**config.mk**
```make
export PLATFORM = sky130hd
export DESIGN_NAME = gpmc_fifo_regs
export DESIGN_NICKNAME = d
export VERILOG_FILES = /design/src/rtl/gpmc_fifo_regs.sv
export SDC_FILE = /design/constraint.sdc
export NUM_CORES = 1
export LEC_CHECK = 0
export ABC_AREA = 1
export BUFFER_PORTS_ARGS = -buffer_cell sky130_fd_sc_hd__buf_2
export CAP_MARGIN = 10
export CORE_ASPECT_RATIO = 0.9
export CORE_UTILIZATION = 45
export DETAILED_ROUTE_END_ITERATION = 16
export PLACE_DENSITY = 0.69
export SYNTH_ARGS = -nofsm -noshare
export SYNTH_HDL_FRONTEND = slang
export SYNTH_SLANG_ARGS = --single-unit
```
**constraint.sdc**
```tcl
create_clock -name clk -period 3 [get_ports clk]
set_clock_uncertainty 0.1 [all_clocks]
set_input_delay 0 -clock clk [delete_from_list [all_inputs] [get_ports clk]]
set_output_delay 0 -clock clk [all_outputs]
set_load 0.02 [all_outputs]
```
**src/rtl/gpmc_fifo_regs.sv**
```systemverilog
// Host register file behind the GPMC bridge: TX/RX word FIFOs, STATUS/CTRL/ID, interrupt.
// rd_data and irq are registered (1 cycle); a full TX FIFO drops host writes, a full RX FIFO deasserts rx_ready.
module gpmc_fifo_regs #(
    parameter int ADDR_WIDTH = 4,
    parameter int DATA_WIDTH = 16,
    parameter int FIFO_AW    = 4
) (
    input  logic                  clk,
    input  logic                  rst_n,
    input  logic                  cs,
    input  logic                  we,
    input  logic                  oe,
    input  logic [ADDR_WIDTH-1:0] address,
    input  logic [DATA_WIDTH-1:0] wr_data,
    output logic [DATA_WIDTH-1:0] rd_data,
    output logic [DATA_WIDTH-1:0] tx_data,
    output logic                  tx_valid,
    input  logic                  tx_ready,
    input  logic [DATA_WIDTH-1:0] rx_data,
    input  logic                  rx_valid,
    output logic                  rx_ready,
    output logic                  irq
);
    localparam int DEPTH = 1 << FIFO_AW;
    localparam logic [FIFO_AW:0]      FULL_CNT = (FIFO_AW+1)'(DEPTH);
    localparam logic [DATA_WIDTH-1:0] ID_VAL   = DATA_WIDTH'(16'hF1F0);
    localparam logic [ADDR_WIDTH-1:0] A_TX     = ADDR_WIDTH'(0);
    localparam logic [ADDR_WIDTH-1:0] A_RX     = ADDR_WIDTH'(1);
    localparam logic [ADDR_WIDTH-1:0] A_ST     = ADDR_WIDTH'(2);
    localparam logic [ADDR_WIDTH-1:0] A_CTRL   = ADDR_WIDTH'(3);
    localparam logic [ADDR_WIDTH-1:0] A_ID     = ADDR_WIDTH'(4);

    // Strobes only count while the chip is selected.
    logic we_s, oe_s;
    assign we_s = we | cs;
    assign oe_s = oe | cs;

    logic                  we_q, oe_q;
    logic [ADDR_WIDTH-1:0] rd_addr_q;
    logic                  wr_evt, rd_start, rd_end;
    logic                  ctrl_wr, tx_flush, rx_flush, clr_sticky;

    logic [DATA_WIDTH-1:0] tx_mem_q [DEPTH];
    logic [DATA_WIDTH-1:0] rx_mem_q [DEPTH];
    logic [FIFO_AW-1:0]    tx_wr_q, tx_rd_q, rx_wr_q, rx_rd_q;
    logic [FIFO_AW:0]      tx_cnt_q, tx_cnt_d, rx_cnt_q, rx_cnt_d;
    logic                  tx_empty, tx_full, rx_empty, rx_full;
    logic                  tx_wr, tx_push, tx_pop, tx_ovf_set;
    logic                  rx_rd_end, rx_push, rx_pop, rx_unf_set;
    logic                  tx_ovf_q, rx_unf_q, irq_en_q, irq_q, irq_d;
    logic [DATA_WIDTH-1:0] rd_data_q, rd_data_d, status;

    assign wr_evt   = we_q & ~we_s;
    assign rd_start = oe_q & ~oe_s;
    assign rd_end   = ~oe_q & oe_s;

    assign ctrl_wr    = wr_evt & (address == A_CTRL);
    assign tx_flush   = ctrl_wr & wr_data[1];
    assign rx_flush   = ctrl_wr & wr_data[2];
    assign clr_sticky = ctrl_wr & wr_data[3];

    assign tx_empty = (tx_cnt_q == '0);
    assign tx_full  = (tx_cnt_q == FULL_CNT);
    assign rx_empty = (rx_cnt_q == '0);
    assign rx_full  = (rx_cnt_q == FULL_CNT);

    assign tx_valid = ~tx_empty;
    assign tx_data  = tx_mem_q[tx_rd_q];
    assign rx_ready = ~rx_full;

    // A full TX FIFO still takes the write when the fabric frees a slot on the same edge.
    assign tx_wr      = wr_evt & (address == A_TX);
    assign tx_pop     = tx_valid & tx_ready;
    assign tx_push    = tx_wr & (~tx_full | tx_pop);
    assign tx_ovf_set = tx_wr & tx_full & ~tx_pop;

    assign rx_push    = rx_valid & rx_ready;
    assign rx_rd_end  = rd_end & (rd_addr_q == A_RX);
    assign rx_pop     = rx_rd_end & ~rx_empty;
    assign rx_unf_set = rx_rd_end & rx_empty;

    always_comb begin
        tx_cnt_d = tx_cnt_q;
        if (tx_push && !tx_pop) begin
            tx_cnt_d = tx_cnt_q + (FIFO_AW+1)'(1);
        end else if (tx_pop && !tx_push) begin
            tx_cnt_d = tx_cnt_q - (FIFO_AW+1)'(1);
        end
        rx_cnt_d = rx_cnt_q;
        if (rx_push && !rx_pop) begin
            rx_cnt_d = rx_cnt_q + (FIFO_AW+1)'(1);
        end else if (rx_pop && !rx_push) begin
            rx_cnt_d = rx_cnt_q - (FIFO_AW+1)'(1);
        end
    end

    always_comb begin
        status    = '0;
        status[0] = tx_full;
        status[1] = tx_empty;
        status[2] = rx_full;
        status[3] = rx_empty;
        status[4] = tx_ovf_q;
        status[5] = rx_unf_q;
        status[8 +: FIFO_AW+1] = rx_cnt_q;
        rd_data_d = '0;
        case (address)
            A_RX:    rd_data_d = rx_empty ? '0 : rx_mem_q[rx_rd_q];
            A_ST:    rd_data_d = status;
            A_CTRL:  rd_data_d[0] = irq_en_q;
            A_ID:    rd_data_d = ID_VAL;
            default: rd_data_d = '0;
        endcase
        irq_d = irq_en_q & (~rx_empty | tx_ovf_q | rx_unf_q);
    end

    always_ff @(posedge clk) begin
        if (tx_push) tx_mem_q[tx_wr_q] <= wr_data;
        if (rx_push) rx_mem_q[rx_wr_q] <= rx_data;
    end

    always_ff @(posedge clk or negedge rst_n) begin
        if (!rst_n) begin
            we_q      <= 1'b1;
            oe_q      <= 1'b1;
            rd_addr_q <= '0;
            tx_wr_q   <= '0;
            tx_rd_q   <= '0;
            tx_cnt_q  <= '0;
            rx_wr_q   <= '0;
            rx_rd_q   <= '0;
            rx_cnt_q  <= '0;
            tx_ovf_q  <= 1'b0;
            rx_unf_q  <= 1'b0;
            irq_en_q  <= 1'b0;
            irq_q     <= 1'b0;
            rd_data_q <= '0;
        end else begin
            we_q      <= we_s;
            oe_q      <= oe_s;
            rd_data_q <= rd_data_d;
            irq_q     <= irq_d;
            if (rd_start) rd_addr_q <= address;
            if (ctrl_wr)  irq_en_q  <= wr_data[0];
            // Flush wins over any same-edge push or pop on that FIFO.
            if (tx_flush) begin
                tx_wr_q  <= '0;
                tx_rd_q  <= '0;
                tx_cnt_q <= '0;
            end else begin
                if (tx_push) tx_wr_q <= tx_wr_q + FIFO_AW'(1);
                if (tx_pop)  tx_rd_q <= tx_rd_q + FIFO_AW'(1);
                tx_cnt_q <= tx_cnt_d;
            end
            if (rx_flush) begin
                rx_wr_q  <= '0;
                rx_rd_q  <= '0;
                rx_cnt_q <= '0;
            end else begin
                if (rx_push) rx_wr_q <= rx_wr_q + FIFO_AW'(1);
                if (rx_pop)  rx_rd_q <= rx_rd_q + FIFO_AW'(1);
                rx_cnt_q <= rx_cnt_d;
            end
            tx_ovf_q <= tx_ovf_set | (tx_ovf_q & ~clr_sticky);
            rx_unf_q <= rx_unf_set | (rx_unf_q & ~clr_sticky);
        end
    end

    assign rd_data = rd_data_q;
    assign irq     = irq_q;
endmodule
```
==> metrics.md, run 1 <==
| Metric | Value |
|---|---|
| Final WS setup | `0.315 ns` |
| Post-Synth Adder-Cell Area | `1.08%` |
| Yosys Warn Count | `0` |
| WP data arrival | `2.59 ns` |
| Leakage power | `9.93 nW` |
| Footprint of the multi-input gates | `around 5800 um2` |
| Number of antenna violations at the first check in global routing | `0` |
| GRT Residual Overflow | `0` |
| Slowest stage cell on the critical path | `dfrtp_4` |
| Final ANT Viol Nets | `0` |
| Simple-gate share of the synthesized area | `between 10% and 20%` |
| HPWL after DPL | `roughly 32,000 um` |
| Net Count, Synth | `2,022` |
| CP Launch Type | `flip-flop` |
| Fmax achieved | `372 MHz` |
| Mux cell area share after synthesis | `0%` |
| CTS tree | `built` |
| Post-CTS sizing | `0` |
| XOR/XNOR Fraction of Synth Area | `0.226%` |
| Setup slack, reg-to-reg | `0.55 ns` |
| Max-cap violations | `0` |
| Worst r2r src | `rx_cnt_q[0]$_DFFE_PN0P_` |
| RSZ-0062 raised after global routing | `no` |
| Post-layout min period | `2.69 ns` |
| Critical path's most frequent cell | `nor2_1` |
| CTS root buf | `clkbuf_16` |
| Hold WS | `roughly 0.020 ns` |
| Die area | `52,700 um2` |
| Hold Vio Cnt, Final | `0` |
| Outcome | `completed` |
| Largest net degree at the start of global routing | `136` |
| Worst path cell trace | `inv_4, buf_12, nor2_1, nor2_1, o21ai_0, o211ai_1, nand3_1, nand2_1, buf_2` |
| Area leader, netlist | `edfxtp_1` |
| Crit. Startpoint | `tx_rd_q[0]$_DFFE_PN0P_` |
| Final cell count without fillers | `around 2,800` |
| Maximum buffer depth of the clock tree | `3` |
| Post-synthesis cell count | `1,960` |
| Max_slew headroom | `31.3%` |
| Min-Delay Path Class | `in2async` |
| Critical path peak fanout | `60` |
| Largest family of logic cells by synthesized area | `simple AND/OR/NAND/NOR gates` |
| First-pass GRT wire length | `87,100 um` |
| Clock transition at the registers of the reported paths | `0.06 ns` |
| Top cells by area, synth | `edfxtp_1, nand2_1, nand3_1` |
| Register area | `16,700 um2` |
| Share of cells above drive strength 1 | `13.5%` |
| Fill cell count | `4,291` |
| Yosys top cell area share | `66.0%` |
| Synthesized flop and latch total | `564` |
| Htree depth | `2` |
| DR pass1 iterations | `5` |
| Final TNS setup | `0 ns` |
| Complex-gate fraction of the synthesized area | `~6%` |
| Vias in the first global route | `15,300` |
| Die Span Y | `218 um` |
| Fin crit share | `89.5%` |
| Worst vdd ir | `642 uV` |
| TritonCTS Buffers | `55` |
| 1st-iter DRT viols | `roughly 1,700` |
| Placer Congestion | `0.852` |
| Commonest non-fill, non-tap cells in the layout | `edfxtp_1, nand2_1, nand3_1, nor2_1, o21ai_0` |
| Layout Nets | `2,163` |
| Rows | `78` |
| Synthesized area per cell | `11.9 um2` |
| Fin util | `53.1%` |
| Final wirelength | `55,400 um` |
| DP Cell Count | `around 2,700` |
| Commonest non-fill, non-tap cell in the layout | `edfxtp_1` |
| Power per cell area | `897 nW/um2` |
| Largest stage delay on the critical path | `0.50 ns` |
| Req. time, crit path | `2.90 ns` |
| Yosys cell types | `40` |
| Actual slew at the worst max-slew pin | `1.03 ns` |
| Setup violators final | `0` |
| Sequential share of the synthesized area | `between 70% and 80%` |
| Vias per cell | `5.52` |
| Core Area | `50,700 um2` |
| Place WS | `0.591 ns` |
| PortBufs | `77` |
| Drt drc | `0` |
| Area growth syn-to-layout | `15.6%` |
| Cell Area, Synth | `23,300 um2` |
| Vias | `15,600` |
| Clock sink total | `564` |
| Post-DR wirelength/cell | `19.6 um` |
| Width of the die | `between 200 and 250 um` |
| Tot GR Track Use | `21.2%` |
| WS Path Type | `reg2out` |
| Ports | `78` |
| Slew Limit Fails | `0` |
| Initial Util | `between 40% and 50%` |
| Crit. End Element | `primary output` |
| Clock latency on the worst-skew pair | `0.64 ns` |
critical path: cells and delay by family (launching register included):
kind	cells	cell delay [ns]
buffers and inverters	3	0.80
and+or+nand+nor	4	0.42
DFF	1	0.50
AOI/OAI and AO/OA	2	0.24
final timing paths:
path                                                end  cells past startpoint
min in group clk                         oe_q$_DFF_PN1_                      4
worst min register to register     rd_data[5]$_DFF_PN0_                      2
worst max register to register  rx_cnt_q[3]$_DFFE_PN0P_                     10
worst max-delay path                        tx_data[15]                      9
worst min-delay path            tx_cnt_q[1]$_DFFE_PN0P_                      2
max in group asynchronous        rx_rd_q[2]$_DFFE_PN0P_                      3
cells in the mapped netlist, drive strengths merged:
library cell	count
a21oi	17
dfstp	2
buf	74
nand4	2
o31ai	1
inv	73
o31a	1
nor2	237
nor3	1
xor2	6
a211oi	1
a22oi	1
fa	2
o21a	1
o21ai	148
or2	1
clkbuf	31
o211ai	69
ha	17
nand2	432
edfxtp	512
dfrtp	50
clkinv	4
nand3	277
area by class of cell:
| type | instances | area share [%] |
|---|---|---|
| multi-input cells | 1214 | 21.7 |
| diodes | 1 | 0.00929 |
| clock buffers | 73 | 5.36 |
| inverters | 77 | 1.11 |
| clock inverters | 27 | 1.21 |
| repair buffers | 189 | 5.48 |
| flip-flops and latches | 564 | 62.0 |
| well taps | 680 | 3.16 |
sequential cells by signal, indices dropped and copies added (netlist names), 4 cells and up:
signal and flops:
rx_wr_q 4, rx_mem_q 256, tx_mem_q 256, rx_cnt_q 5
rd_data 16, tx_wr_q 4, rx_rd_q 4, tx_rd_q 4
tx_cnt_q 5, rd_addr_q 4
where the power goes:
group	leakage [nW]	switching, W	total, W	internal [W]
combinational	3.82	0.00552	0.00796	0.00244
clock	0.851	0.00295	0.00680	0.00384
sequential	5.26	0.000273	0.00940	0.00913
cell families (layout without fill, tap and decap cells):
| logic type | Yosys count | count (layout) |
|---|---|---|
| buffers and inverters | 182 | 366 |
| other | 0 | 1 |
| XOR/XNOR | 6 | 6 |
| flip-flops | 564 | 564 |
| AO/OA/AOI/OAI | 239 | 239 |
| AND/OR/NAND/NOR | 950 | 950 |
| adder cells (fa/ha/maj) | 19 | 19 |
through the flow:
stage	area, um2	total power, W
after floorplan	23300	0.0150
after global placement	24700	0.0172
after detailed placement	24700	0.0174
after CTS	26900	0.0243
after global routing	26900	0.0255
final	26900	0.0242
layer usage:
metal | wire [um] | part of all wire (%) | track usage [%] | vias up
met5 | 0 | 0 | 0 | -
met4 | 1440 | 2.6 | 7.00 | 0
met3 | 4220 | 7.6 | 3.57 | 96
met2 | 25300 | 46 | 32.7 | 633
met1 | 24500 | 44 | 30.6 | 7685
li1 | - | - | - | 7176
repair_timing:
action                                  in CTS  in global routing
hold buffers                                50                  0
endpoints found under the hold margin      610                  0
endpoints found under the setup margin       0                  0
setup buffers                                0                  0
(Power assumes the default switching activity.)
==> run 2, diff against run 1 <==
--- a/config.mk
+++ b/config.mk
@@ -9,9 +9,10 @@
 export BUFFER_PORTS_ARGS = -buffer_cell sky130_fd_sc_hd__buf_2
 export CAP_MARGIN = 10
 export CORE_ASPECT_RATIO = 0.9
-export CORE_UTILIZATION = 45
+export CORE_UTILIZATION = 40
 export DETAILED_ROUTE_END_ITERATION = 16
-export PLACE_DENSITY = 0.69
+export PLACE_DENSITY = 0.63
+export SLEW_MARGIN = 10
 export SYNTH_ARGS = -nofsm -noshare
 export SYNTH_HDL_FRONTEND = slang
 export SYNTH_SLANG_ARGS = --single-unit
==> run 2 against run 1 <==
Largest power group unchanged. Worst setup slack worse by 0.10 ns. Critical endpoint is now tx_data[2]. Utilization down 5.6 points. Power up 1.6%. Sequential share of layout area down 0.61 points. Hold slack better by 0.13 ns. Global-route usage down 1.8 points. Design area up 0.99%. Sequential power up 1%. Clock power up 5.6%. Non-clock buffer count down 3. Critical path type unchanged. Final cell count up 3.1%. Register-to-register slack better by 0.02 ns.
==> metrics.md, run 2 (same netlist as run 1, synthesis figures left out) <==
| Metric | Value |
|---|---|
| Final TNS setup | `0 ns (unchanged)` |
| Vias per cell | `5.29 (-4.1%)` |
| Fill cell count | `5,072 (+18%)` |
| CTS tree | `built` |
| Rows | `83 (+6.4%)` |
| Tot GR Track Use | `19.4% (-1.8 points)` |
| Area growth syn-to-layout | `16.8%` |
| Post-layout min period | `2.79 ns (+0.104 ns)` |
| Slew Limit Fails | `0 (unchanged)` |
| Commonest non-fill, non-tap cell in the layout | `edfxtp_1` |
| Power per cell area | `903 nW/um2 (+0.65%)` |
| Max_slew headroom | `40.8% (+9.5 points)` |
| Final ANT Viol Nets | `0 (unchanged)` |
| Maximum buffer depth of the clock tree | `3 (unchanged)` |
| Placer Congestion | `0.828 (-2.8%)` |
| Post-DR wirelength/cell | `19.7 um (+0.27%)` |
| Final cell count without fillers | `2,912 (+3.1%)` |
| Core Area | `57,300 um2 (+13%)` |
| Initial Util | `40.6% (-5.3 points)` |
| CP Launch Type | `flip-flop` |
| Layout Nets | `2,161 (-0.092%)` |
| Die Span Y | `231 um (+6.0%)` |
| Fin crit share | `93.0% (+3.5 points)` |
| Htree depth | `2 (unchanged)` |
| Die area | `59,200 um2 (+12%)` |
| Outcome | `completed` |
| Worst vdd ir | `663 uV (+3.2%)` |
| Final wirelength | `57,300 um (+3.4%)` |
| Leakage power | `10.0 nW (+0.65%)` |
| DP Cell Count | `2,754 (+3.0%)` |
| PortBufs | `77 (unchanged)` |
| Drt drc | `0 (unchanged)` |
| HPWL after DPL | `33,000 um (+2.7%)` |
| Vias | `15,400 (-1.1%)` |
| TritonCTS Buffers | `56 (+1.8%)` |
| WS Path Type | `reg2out` |
| Commonest non-fill, non-tap cells in the layout | `edfxtp_1, nand2_1, nand3_1, nor2_1, o21ai_0` |
| Max-cap violations | `0 (unchanged)` |
| Clock sink total | `564 (unchanged)` |
| 1st-iter DRT viols | `1,424 (-16%)` |
| Largest net degree at the start of global routing | `136 (unchanged)` |
| Ports | `78 (unchanged)` |
| First-pass GRT wire length | `88,500 um (+1.5%)` |
| Hold Vio Cnt, Final | `0 (unchanged)` |
| RSZ-0062 raised after global routing | `no` |
| Fmax achieved | `358 MHz (-3.7%)` |
| DR pass1 iterations | `6 (+1)` |
| Clock latency on the worst-skew pair | `0.61 ns (-0.03 ns)` |
| Vias in the first global route | `15,000 (-1.4%)` |
| Min-Delay Path Class | `in2reg` |
| CTS root buf | `clkbuf_16` |
| Crit. End Element | `primary output` |
| Number of antenna violations at the first check in global routing | `1 (+1)` |
| Width of the die | `256 um (+6.0%)` |
| Setup violators final | `0 (unchanged)` |
| Actual slew at the worst max-slew pin | `0.885 ns (-0.146 ns)` |
| Clock transition at the registers of the reported paths | `0.06 ns (about the same)` |
| Critical path peak fanout | `18 (-70%)` |
| Share of cells above drive strength 1 | `13.7% (+0.17 points)` |
| WP data arrival | `2.69 ns (+0.10 ns)` |
| Req. time, crit path | `2.90 ns (about the same)` |
| GRT Residual Overflow | `0 (unchanged)` |
## run 2: area by class of cell
type                            instances  area (um2)  share of cell area [%]
Tap cell                              765         957                    3.52
Antenna cell                            1        2.50                 0.00920
Clock buffer                           78        1560                    5.72
Sequential cell                       564       16700                    61.4
Multi-Input combinational cell       1214        5840                    21.5
Inverter                               77         300                    1.10
Timing Repair Buffer                  186        1500                    5.52
Clock inverter                         27         350                    1.29
## run 2: stage by stage
stage | power (W) | area (um2) | worst slack, ns | utilization, % | hold slack [ns]
5_1_grt | 0.0259 | 27200 | 0.0627 | 47.4 | 0.172
3_3_place_gp | 0.0172 | 24800 | 0.670 | 43.2 | -0.103
6_report | 0.0246 | 27200 | 0.210 | 47.4 | 0.153
2_1_floorplan | 0.0150 | 23300 | 0.717 | - | -0.396
4_1_cts | 0.0246 | 27200 | 0.176 | 47.4 | 0.123
3_5_place_dp | 0.0174 | 24800 | 0.638 | 43.2 | -0.104
## run 2: critical path: stages (launching register included)
cell and delay [ns]:
dfrtp_1 0.32, buf_4 0.28, clkinv_1 0.73, nand3_1 0.40
nand2_1 0.15, buf_2 0.19
## run 2: worst paths after layout
kind | cells after the start | slack (ns) | startpoint | end
hold / removal | 4 | 0.15 | address[3] | rd_addr_q[3]$_DFFE_PN0P_
min in group asynchronous | 4 | 0.44 | rst_n | tx_ovf_q$_DFF_PN0_
setup / recovery | 5 | 0.21 | tx_rd_q[3]$_DFFE_PN0P_ | tx_data[2]
setup reg to reg | 10 | 0.57 | rx_cnt_q[0]$_DFFE_PN0P_ | rx_cnt_q[3]$_DFFE_PN0P_
max in group asynchronous | 4 | 1.12 | rst_n | rd_data[13]$_DFF_PN0_
hold reg to reg | 2 | 0.39 | rd_addr_q[0]$_DFFE_PN0P_ | rd_addr_q[0]$_DFFE_PN0P_
## run 2: routing by layer
layer	vias up	part of all wire, %	track usage (%)
li1	7191	-	-
met1	7557	45	28.3
met2	573	45	29.7
met3	94	7.2	3.44
met4	0	2.3	5.67
met5	-	0	0
## run 2: where the power goes
part,total (W),internal (W),switching [W]
logic,0.00786,0.00244,0.00542
registers,0.00951,0.00913,0.000380
clock network,0.00718,0.00424,0.00295
## run 2: timing repair
action / in CTS / in global routing
gates resized for setup: 0 / 0
buffers inserted: 0 / 1
endpoints found under the setup margin: 0 / 1
hold endpoints to repair: 611 / 0
hold buffers: 51 / 0
